`src/rtl/aes_round_controller_if.sv`:
```
// Handshake and round-datapath signals seen by the AES round controller.
interface aes_round_controller_if;
    logic         i_start;
    logic [127:0] i_data;
    logic [127:0] i_round_key;
    logic [3:0]   o_key_idx;
    logic [127:0] o_dp_data;
    logic [127:0] i_sr_data;
    logic [127:0] o_mc_data;
    logic [127:0] i_mc_data;
    logic         o_busy;
    logic         o_done;
    logic [127:0] o_data;

    // Environment side: top-level I/O, key table and round datapath.
    modport master (
        output i_start, i_data, i_round_key, i_sr_data, i_mc_data,
        input  o_key_idx, o_dp_data, o_mc_data, o_busy, o_done, o_data
    );

    // Controller side.
    modport slave (
        input  i_start, i_data, i_round_key, i_sr_data, i_mc_data,
        output o_key_idx, o_dp_data, o_mc_data, o_busy, o_done, o_data
    );
endinterface

```
`src/rtl/aes_round_controller.sv`:
```
// Sequences one AES-128 encryption through a shared combinational round
// datapath: holds the round state, selects the key index and gates
// mix_columns so the final round bypasses it.
module aes_round_controller #(
    parameter int unsigned NUM_ROUNDS = 10
) (
    input  logic                  clk,
    input  logic                  n_rst,
    aes_round_controller_if.slave bus
);
    localparam int unsigned DATA_W = 128;
    localparam int unsigned IDX_W  = 4;

    typedef enum logic [1:0] {
        IDLE  = 2'd0,
        ROUND = 2'd1,
        DONE  = 2'd2
    } fsm_t;

    fsm_t              fsm_q, fsm_d;
    logic [DATA_W-1:0] state_q, state_d;
    logic [IDX_W-1:0]  round_q, round_d;
    logic [IDX_W-1:0]  key_idx_q, key_idx_d;
    logic              busy_q, busy_d;
    logic              done_q, done_d;
    logic              last_round;

    // Final round: result comes straight from shift_rows.
    assign last_round = (round_q >= IDX_W'(NUM_ROUNDS));

    // State and control registers.
    always_ff @(posedge clk or negedge n_rst) begin
        if (!n_rst) begin
            fsm_q     <= IDLE;
            state_q   <= '0;
            round_q   <= '0;
            key_idx_q <= '0;
            busy_q    <= 1'b0;
            done_q    <= 1'b0;
        end else begin
            fsm_q     <= fsm_d;
            state_q   <= state_d;
            round_q   <= round_d;
            key_idx_q <= key_idx_d;
            busy_q    <= busy_d;
            done_q    <= done_d;
        end
    end

    // Next-state, next round state and registered status outputs.
    always_comb begin
        fsm_d     = fsm_q;
        state_d   = state_q;
        round_d   = round_q;
        key_idx_d = key_idx_q;
        busy_d    = busy_q;
        done_d    = 1'b0;
        unique case (fsm_q)
            IDLE: begin
                key_idx_d = '0;
                busy_d    = 1'b0;
                if (bus.i_start) begin
                    state_d   = bus.i_data ^ bus.i_round_key;
                    round_d   = IDX_W'(1);
                    key_idx_d = IDX_W'(1);
                    busy_d    = 1'b1;
                    fsm_d     = ROUND;
                end
            end
            ROUND: begin
                round_d = IDX_W'(round_q + IDX_W'(1));
                if (last_round) begin
                    state_d   = bus.i_sr_data ^ bus.i_round_key;
                    key_idx_d = '0;
                    done_d    = 1'b1;
                    fsm_d     = DONE;
                end else begin
                    state_d   = bus.i_mc_data ^ bus.i_round_key;
                    key_idx_d = IDX_W'(round_q + IDX_W'(1));
                end
            end
            DONE: begin
                round_d   = '0;
                key_idx_d = '0;
                busy_d    = 1'b0;
                fsm_d     = IDLE;
            end
            default: begin
                round_d   = '0;
                key_idx_d = '0;
                busy_d    = 1'b0;
                fsm_d     = IDLE;
            end
        endcase
    end

    // Only rounds 1..NUM_ROUNDS-1 feed mix_columns; otherwise hold it at zero.
    always_comb begin
        bus.o_mc_data = '0;
        if (fsm_q == ROUND && !last_round) begin
            bus.o_mc_data = bus.i_sr_data;
        end
    end

    assign bus.o_key_idx = key_idx_q;
    assign bus.o_dp_data = state_q;
    assign bus.o_data    = state_q;
    assign bus.o_busy    = busy_q;
    assign bus.o_done    = done_q;
endmodule

```
`src/flat_wrapper.sv`:
```
// flat-port wrapper written by rule: the top's interface ports become plain ports
module aes_round_controller_flat 
#(
    parameter int unsigned NUM_ROUNDS = 10
)
  (clk, n_rst, bus_i_start, bus_i_data, bus_i_round_key, bus_i_sr_data, bus_i_mc_data, bus_o_key_idx, bus_o_dp_data, bus_o_mc_data, bus_o_busy, bus_o_done, bus_o_data);
  aes_round_controller_if bus_i ();
  input  logic clk;
  input  logic n_rst;
  input wire logic [$bits(bus_i.i_start)-1:0] bus_i_start;
  input wire logic [$bits(bus_i.i_data)-1:0] bus_i_data;
  input wire logic [$bits(bus_i.i_round_key)-1:0] bus_i_round_key;
  input wire logic [$bits(bus_i.i_sr_data)-1:0] bus_i_sr_data;
  input wire logic [$bits(bus_i.i_mc_data)-1:0] bus_i_mc_data;
  output wire logic [$bits(bus_i.o_key_idx)-1:0] bus_o_key_idx;
  output wire logic [$bits(bus_i.o_dp_data)-1:0] bus_o_dp_data;
  output wire logic [$bits(bus_i.o_mc_data)-1:0] bus_o_mc_data;
  output wire logic [$bits(bus_i.o_busy)-1:0] bus_o_busy;
  output wire logic [$bits(bus_i.o_done)-1:0] bus_o_done;
  output wire logic [$bits(bus_i.o_data)-1:0] bus_o_data;
  assign bus_i.i_start = bus_i_start;
  assign bus_i.i_data = bus_i_data;
  assign bus_i.i_round_key = bus_i_round_key;
  assign bus_i.i_sr_data = bus_i_sr_data;
  assign bus_i.i_mc_data = bus_i_mc_data;
  assign bus_o_key_idx = bus_i.o_key_idx;
  assign bus_o_dp_data = bus_i.o_dp_data;
  assign bus_o_mc_data = bus_i.o_mc_data;
  assign bus_o_busy = bus_i.o_busy;
  assign bus_o_done = bus_i.o_done;
  assign bus_o_data = bus_i.o_data;
  aes_round_controller #(.NUM_ROUNDS(NUM_ROUNDS)) u_core (.clk(clk), .n_rst(n_rst), .bus(bus_i));
endmodule
```
`config.mk`:
```
export PLATFORM = sky130hd
export DESIGN_NAME = aes_round_controller_flat
export DESIGN_NICKNAME = d
export VERILOG_FILES = /design/src/rtl/aes_round_controller_if.sv /design/src/rtl/aes_round_controller.sv /design/src/flat_wrapper.sv
export SDC_FILE = /design/constraint.sdc
export NUM_CORES = 1
export LEC_CHECK = 0
export BUFFER_PORTS_ARGS = -buffer_cell sky130_fd_sc_hd__buf_2
export CORE_AREA = 5 5 347 349
export CTS_BUF_LIST = sky130_fd_sc_hd__clkbuf_8
export DETAILED_ROUTE_END_ITERATION = 12
export DIE_AREA = 0 0 352 354
export GPL_TIMING_DRIVEN = 1
export MAX_ROUTING_LAYER = met4
export PLACE_DENSITY = 0.36
export SLEW_MARGIN = 20
export SYNTH_ARGS = -nofsm -noshare
export SYNTH_HDL_FRONTEND = slang
export SYNTH_SLANG_ARGS = --single-unit
```
`constraint.sdc`:
```
create_clock -name clk -period 2.6 [get_ports clk]
set_clock_uncertainty 0.05 [all_clocks]
set_input_delay 0 -clock clk [delete_from_list [all_inputs] [get_ports clk]]
set_output_delay 0 -clock clk [all_outputs]
set_load 0.1 [all_outputs]
```
# Word-level counts from Yosys, hierarchy flattened
# Index checks and enable logic that the tools add are counted.
# W data, S select, Z words.
[classes] bitwise=3 muxes=16 order_cmp=1 reduce_logical=6 eq_ne=3 n_addsub=1
[op_table] cell="$mux W128" count=3
[op_table] cell="$xor A128 B128 Y128" count=3
[op_table] cell="$pmux W128 S2" count=1
[op_table] cell="$pmux W4 S2" count=2
[op_table] cell="$mux W4" count=2
[op_table] cell="$add A4 B1 Y4 const B" count=1
[op_table] cell="$ge A4 B4 Y1 const B" count=1
[op_table] cell="$mux W1" count=4
[op_table] cell="$mux W2" count=2
[op_table] cell="$pmux W2 S2" count=1
[op_table] cell="$reduce_and A2 Y1" count=2
[op_table] cell="$eq A2 B1 Y1 const B" count=1
[op_table] cell="$logic_not A2 Y1" count=1
[op_table] cell="$ne A2 B1 Y1 const B" count=1
[op_table] cell="$ne A2 B2 Y1 const B" count=1
[op_table] cell="$pmux W1 S2" count=1
[op_table] cell="$reduce_bool A2 Y1" count=1
[op_table] cell="$logic_and A1 B1 Y1" count=1
[op_table] cell="$logic_not A1 Y1" count=1
[word_totals] output_inout_bits=390 regBits=140 word_cells=36 inputBits=515

# Longest topological paths before layout
# Gate-level depths: netlist (run 1).
[depth] depth_word=4 mapped_depth=8

# Worst setup path before layout (run 1)
# OpenSTA, ideal clock, no wires.
[synth_path] path_type="register to output" startpoint="reg u_core.round_q[0]" endpoint="out bus_o_mc_data[100]" setup_slack_ns=0.257 required_ns=2.550 path_buffers=3 t_arrival_ns=2.293 stages_incl_launch_ff=8 path_cell_list="dfrtp_1 inv_1 ha_1 o31ai_4 buf_6 buf_2 clkbuf_1 and3_1"
[synth_via] elab_chain_cells=4
[synth_lines] item="start, declared" line="aes_round_controller.sv:22" text="logic [IDX_W-1:0] round_q, round_d;"
[synth_lines] item="start signal, assigned" line="aes_round_controller.sv:43" text="round_q <= round_d;"
[synth_lines] item="$ge A4 B4 Y1" line="aes_round_controller.sv:29" text="assign last_round = (round_q >= IDX_W'(NUM_ROUNDS));"
[synth_lines] item="$logic_not A1 Y1" line="aes_round_controller.sv:100" text="if (fsm_q == ROUND && !last_round) begin"
[synth_lines] item="$logic_and A1 B1 Y1" line="aes_round_controller.sv:100"
[synth_lines] item="$mux W128" line="aes_round_controller.sv:100"
[synth_lines] item="end, declared" line="flat_wrapper.sv:17" text="output wire logic [$bits(bus_i.o_mc_data)-1:0] bus_o_mc_data;"
# Every way passes these cells.

# Worst setup path in the final report (run 1)
[layout_path] startpoint="reg u_core.round_q[1]" endpoint="reg u_core.state_q[11], in the netlist u_core.bus.o_data[11]"
[layout_via] elab_chain_cells=3
[layout_lines] item="$ge A4 B4 Y1" line="aes_round_controller.sv:29"
[layout_lines] item="$mux W128" line="aes_round_controller.sv:72" text="if (last_round) begin"
[layout_lines] item="$pmux W128 S2" line="aes_round_controller.sv:58" text="unique case (fsm_q)"
[layout_lines] item="end signal, assigned" line="aes_round_controller.sv:42" text="state_q <= state_d;"
[layout_lines] item="end, declared" line="aes_round_controller.sv:21" text="logic [DATA_W-1:0] state_q, state_d;"
# Every way passes these cells.
# A chain may end at the register's enable or synchronous reset.

==> results of run 1 <==
synthesized netlist by cell type (all sizes together) (6+ instances only):
cell type / n
nand3: 258
buf: 180
a211oi: 129
clkbuf: 93
and3: 128
or3: 128
a21oi: 6
mux2i: 128
nor2: 8
nor4b: 256
dfrtp: 140
final cells by class:
| cell class | count | area (µm²) |
|---|---|---|
| antenna | 9 | 22.5 |
| clock buffer | 21 | 289 |
| clock inverter | 10 | 210 |
| fill | 12602 | 88100 |
| inverter | 2 | 7.51 |
| multi-input combinational | 1060 | 8610 |
| sequential | 140 | 3510 |
| tap | 1536 | 1920 |
| timing repair buffer | 1647 | 14500 |
logic make-up after synthesis:
kind of cell | count (synthesis) | share of synthesized area, %
buffers and inverters | 275 | 13.3
multiplexers | 128 | 10.0
XOR/XNOR | 2 | 0.137
flip-flops | 140 | 27.4
AO/OA/AOI/OAI | 140 | 8.19
AND/OR/NAND/NOR | 788 | 40.8
adder cells (fa/ha/maj) | 2 | 0.195
worst max-delay path, stage by stage (launching register included):
cell	delay (ns)
dfrtp_2	0.44
buf_6	0.14
o31ai_4	0.30
buf_6	0.20
buf_16	0.17
buf_12	0.18
mux2i_1	0.11
dlygate4sd3_1	0.57
or3_1	0.31
nand3_1	0.08
metal layers:
layer | share of wire [%] | global-route usage [%]
met5 | 0 | -
met1 | 43 | 16.4
met3 | 5.7 | 2.82
met2 | 49 | 22.7
met4 | 2.4 | 4.00
sequential cells by signal, summed over array words and instances (netlist names):
signal                flops
u_core.bus.o_data       128
u_core.bus.o_key_idx      4
u_core.round_q            4
u_core.fsm_q              2
u_core.bus.o_busy         1
u_core.bus.o_done         1
stage by stage:
stage / setup slack [ns] / hold WS, ns / util (%) / cells / instance area [µm²]
floorplan: 0.257 / -0.346 / - / 1475 / 12800
CTS: -0.00649 / 0.0110 / 23.5 / 4377 / 27600
global placement: 0.351 / 0.0266 / 17.4 / 3730 / 20400
detailed placement: 0.301 / 0.0292 / 17.4 / 3730 / 20400
finish: -0.0169 / 0.0466 / 24.8 / 4425 / 29100
global route: -0.100 / 0.000425 / 24.8 / 4425 / 29100
timing repair:
| item | in CTS | in global routing |
|---|---|---|
| hold buffers | 597 | 25 |
| buffers inserted | 13 | 18 |
| resized for setup | 100 | 195 |
| setup endpoints to repair | 119 | 164 |
| pin swaps | 7 | 15 |
| cloned | 6 | 13 |
| hold endpoints to repair | 275 | 25 |
layout by cell type, fill, tap and decap left out, drive strengths merged, types with 9 or more instances in the layout:
| cell | instances |
|---|---|
| clkbuf | 34 |
| and3 | 128 |
| buf | 1028 |
| dfrtp | 140 |
| mux2i | 128 |
| diode | 9 |
| dlymetal6s4s | 38 |
| dlygate4sd3 | 566 |
| or3 | 128 |
| nor4b | 256 |
| a211oi | 129 |
| nand3 | 258 |
path summary, 6_finish.rpt:
path / cells past startpoint / slack [ns] / to / from
worst max register to register: 9 / -0.02 / u_core.bus.o_data[11]$_DFFE_PN0P_ / u_core.round_q[1]$_DFFE_PN0N_
max in group asynchronous: 3 / 2.08 / u_core.bus.o_data[79]$_DFFE_PN0P_ / n_rst
worst max-delay path: 9 / -0.02 / u_core.bus.o_data[11]$_DFFE_PN0P_ / u_core.round_q[1]$_DFFE_PN0N_
worst min-delay path: 5 / 0.05 / u_core.bus.o_data[3]$_DFFE_PN0P_ / bus_i_mc_data[3]
worst min register to register: 2 / 0.50 / u_core.bus.o_busy$_DFFE_PN0P_ / u_core.bus.o_busy$_DFFE_PN0P_
min in group asynchronous: 3 / 0.08 / u_core.bus.o_data[89]$_DFFE_PN0P_ / n_rst
==> results.py, run 1 <==
metrics = {
    "synthesis": {
        "yosys-top-cells-area": "dfrtp_1 (27%), nor4b_1 (18%), nand3_1 (10%)",
        "ys_async_sr_fraction_pct": 100,
        "yosysSeqAreaShare_pct": 27.4,
        "synth.largest_area_cell": "dfrtp_1",
        "syn_area_um2": 12800,
        "ys_ff_latch": 140,
        "avgSynthCellArea_um2": 8.68,
        "synth.distinct_cells": 29,
        "ys.flop_type": "dfrtp_1",
        "synth_nets": 1992,
        "syn_inst": 1475,
        "yosysTopAreaCellShare_pct": 27.4,
        "synth_edf_count": 0,
        "yosys_warnings": 0,
    },
    "timing": {
        "final-setup-viol-count": 2,
        "rsz0062_at_grt": "true",
        "fin_tns_setup_ns": -0.0204,
        "slew_violations": 0,
        "finalHoldViolCount": 0,
        "worst_slack_ns": -0.0169,
        "worst_slew_pin_slew_ns": 0.730,
        "fin_crit_sh_pct": 101,
        "maxSlewHeadroom_pct": 51.7,
        "period_minus_slack_ns": 2.62,
        "max_freq_mhz": 382,
    },
    "place": {
        "port_buffers": 904,
        "gp_congestion": 0.848,
        "dpl.hpwl_um": 65400,
    },
    "critical_path": {
        "start_kind": "flip-flop",
        "crit_fanout": 12,
        "cp.required_ns": 3.05,
        "worstSetupEndpointType": "flip-flop",
        "arrival_ns": 3.06,
        "path_class": "flip-flop to flip-flop",
    },
    "clock_tree": {
        "tritoncts": "built",
        "clkTransAtPathRegs_ns": 0.10,
        "htreeDepth": 4,
        "clk_latency_ns": 0.55,
        "cts_buffers": 17,
        "clock_path_buffers": 2,
        "cts_num_sinks": 140,
        "root_buffer": "clkbuf_8",
    },
    "floorplanning": {
        "die_area_um2": 125000,
        "die_h_um": 354,
        "start_util_pct": 10.9,
        "coreArea_um2": 117000,
        "ios": 905,
        "dieWidth_um": 352,
        "row_count": 126,
    },
    "final_layout": {
        "layout-drive-gt1-share_pct": 42.4,
        "area_delta_synth_final_pct": 127,
        "layout.nets": 3385,
    },
    "route": {
        "wl_um": 88200,
        "drtPass1Iterations": 7,
        "routed-via-count": 17961,
        "ant_nets": 0,
        "drc": 0,
        "viasPerCell": 4.06,
        "avgRoutedWirePerCell_um": 19.9,
        "drtIter0Drc": 987,
    },
    "grt": {
        "grt_first_pass_wirelength_um": 123000,
        "overflow": 0,
        "grt_pass1_vias": 18272,
        "antenna_found_initial": 21,
        "grt_max_degree": 68,
        "track_usage_pct": 13.5,
    },
    "outcome": {
        "status": "finished, violations left",
        "violations": "negative setup slack",
    },
    "flow_run": {
        "cap_violations": 0,
    },
    "worst_hold_path": {
        "holdCritPathClass": "input pin to flip-flop",
    },
}
Power of run 1 is left out: the tool's default activity adds up to more than one toggle a clock period on the data nets, which glitch-free logic cannot reach.
==> run 2: changes to the inputs <==
Settings changed: CTS_BUF_LIST sky130_fd_sc_hd__clkbuf_8 to unset.
==> results.py, run 2 (synthesis results as in run 1) <==
metrics = {
    "place": {
        "gp_congestion": 0.848,
        "port_buffers": 904,
        "dpl-instance-area_um2": 20400,
        "dpl.hpwl_um": 65400,
    },
    "clock_tree": {
        "cts_num_sinks": 140,
        "htreeDepth": 4,
        "root_buffer": "clkbuf_16",
        "tritoncts": "built",
        "clock_path_buffers": 2,
        "cts_buffers": 17,
        "clk_latency_ns": 0.48,
        "clkTransAtPathRegs_ns": 0.07,
    },
    "critical_path": {
        "path_class": "flip-flop to flip-flop",
        "cp-startpoint": "u_core.round_q[1]$_DFFE_PN0N_",
        "start_kind": "flip-flop",
        "r2r_slack_ns": 0.09,
        "r2r_start": "u_core.round_q[1]$_DFFE_PN0N_",
        "reg2reg_depth": 9,
        "cp.required_ns": 2.98,
        "worstSetupEndpointType": "flip-flop",
        "crit_fanout": 15,
        "arrival_ns": 2.89,
    },
    "floorplanning": {
        "start_util_pct": 10.9,
        "coreArea_um2": 117000,
        "die_h_um": 354,
        "dieWidth_um": 352,
        "row_count": 126,
        "ios": 905,
        "die_area_um2": 125000,
    },
    "timing": {
        "fin_crit_sh_pct": 96.7,
        "maxSlewHeadroom_pct": 51.8,
        "max_freq_mhz": 398,
        "finalHoldViolCount": 0,
        "period_minus_slack_ns": 2.51,
        "final-setup-viol-count": 0,
        "worst_slew_pin_slew_ns": 0.723,
        "slew_violations": 0,
        "fin_tns_setup_ns": 0,
        "rsz0062_at_grt": "true",
    },
    "route": {
        "viasPerCell": 4.01,
        "dr.max_layer_used": "met4",
        "drtIter0Drc": 1018,
        "routed-via-count": 17363,
        "drtPass1Iterations": 4,
        "wl_met3_um": 4380,
        "met1Wirelength_um": 36700,
        "drc": 0,
        "wl_met2_um": 41500,
        "wl_um": 84700,
        "avgRoutedWirePerCell_um": 19.6,
        "ant_nets": 0,
    },
    "final_layout": {
        "largest_register_ffs": 128,
        "area_delta_synth_final_pct": 111,
        "layout.nets": 3289,
        "stdcell_area_um2": 27100,
        "layout-drive-gt1-share_pct": 38.5,
        "most-common-layout-cells": "buf_2 (775), dlygate4sd3_1 (542), nand3_1 (257)",
        "final_common_cell": "buf_2",
    },
    "grt": {
        "track_usage_pct": 13.2,
        "overflow": 0,
        "grt_max_degree": 68,
        "antenna_found_initial": 19,
        "grt_first_pass_wirelength_um": 120000,
        "grt_pass1_vias": 17945,
    },
    "worst_hold_path": {
        "holdCritPathClass": "input pin to async pin",
    },
    "outcome": {
        "status": "finished, final reports clean",
    },
    "flow_run": {
        "cap_violations": 0,
    },
}
run 2: cell count changes in the layout (fill, tap and decap cells not counted), moves of 10 or more:
cell            previous run  this run
dlygate4sd3_1            566       542
buf_12                   157       147
mux2i_1                   64       120
mux2i_2                   23         5
buf_4                     76        66
clkbuf_8                  21         4
and3_4                    72         6
dlymetal6s4s_1            38         0
and3_1                    54       114
mux2i_4                   41         3
run 2: final timing paths:
check,endpoint
min in group clk,u_core.bus.o_data[104]$_DFFE_PN0P_
hold / removal,u_core.bus.o_data[22]$_DFFE_PN0P_
setup / recovery,u_core.bus.o_data[117]$_DFFE_PN0P_
hold reg to reg,u_core.bus.o_busy$_DFFE_PN0P_
setup reg to reg,u_core.bus.o_data[117]$_DFFE_PN0P_
max in group asynchronous,u_core.bus.o_data[69]$_DFFE_PN0P_
run 2: critical path: stages (launching register included):
cell           delay (ns)
dfrtp_2              0.43
ha_4                 0.18
o31ai_4              0.22
buf_6                0.21
buf_12               0.13
clkbuf_16            0.18
mux2i_1              0.10
dlygate4sd3_1        0.55
or3_1                0.30
nand3_1              0.07
run 2: routing by layer:
layer	vias up	global-route usage (%)
met1	8341	16.1
li1	8245	-
met2	689	22.2
met3	88	2.54
met4	0	4.04
met5	-	-
run 2: cell type report:
type	count	area [µm²]
flip-flops and latches	140	3510
well taps	1536	1920
fillers	12798	90100
clock buffers	22	484
clock inverters	9	206
diodes	7	17.5
inverters	2	7.51
repair buffers	1551	13200
multi-input cells	1060	7740
run 2: metrics by stage:
stage / hold WS (ns) / util [%] / worst slack [ns] / std cells
after floorplan: -0.346 / - / 0.257 / 1475
after global placement: 0.0266 / 17.4 / 0.351 / 3730
after detailed placement: 0.0292 / 17.4 / 0.301 / 3730
after CTS: 0.0331 / 22.9 / -0.0144 / 4313
after global routing: 0.0685 / 23.1 / -0.0120 / 4326
final: 0.0496 / 23.1 / 0.0864 / 4327
run 2: repair_timing:
item,4_1_cts,5_1_grt
setup buffers,5,5
gates resized for setup,28,26
hold buffers,542,1
pin swaps,1,3
endpoints found under the hold margin,258,1
setup endpoints to repair,73,91
cloned,5,2
Power of run 2 is left out for the same reason.
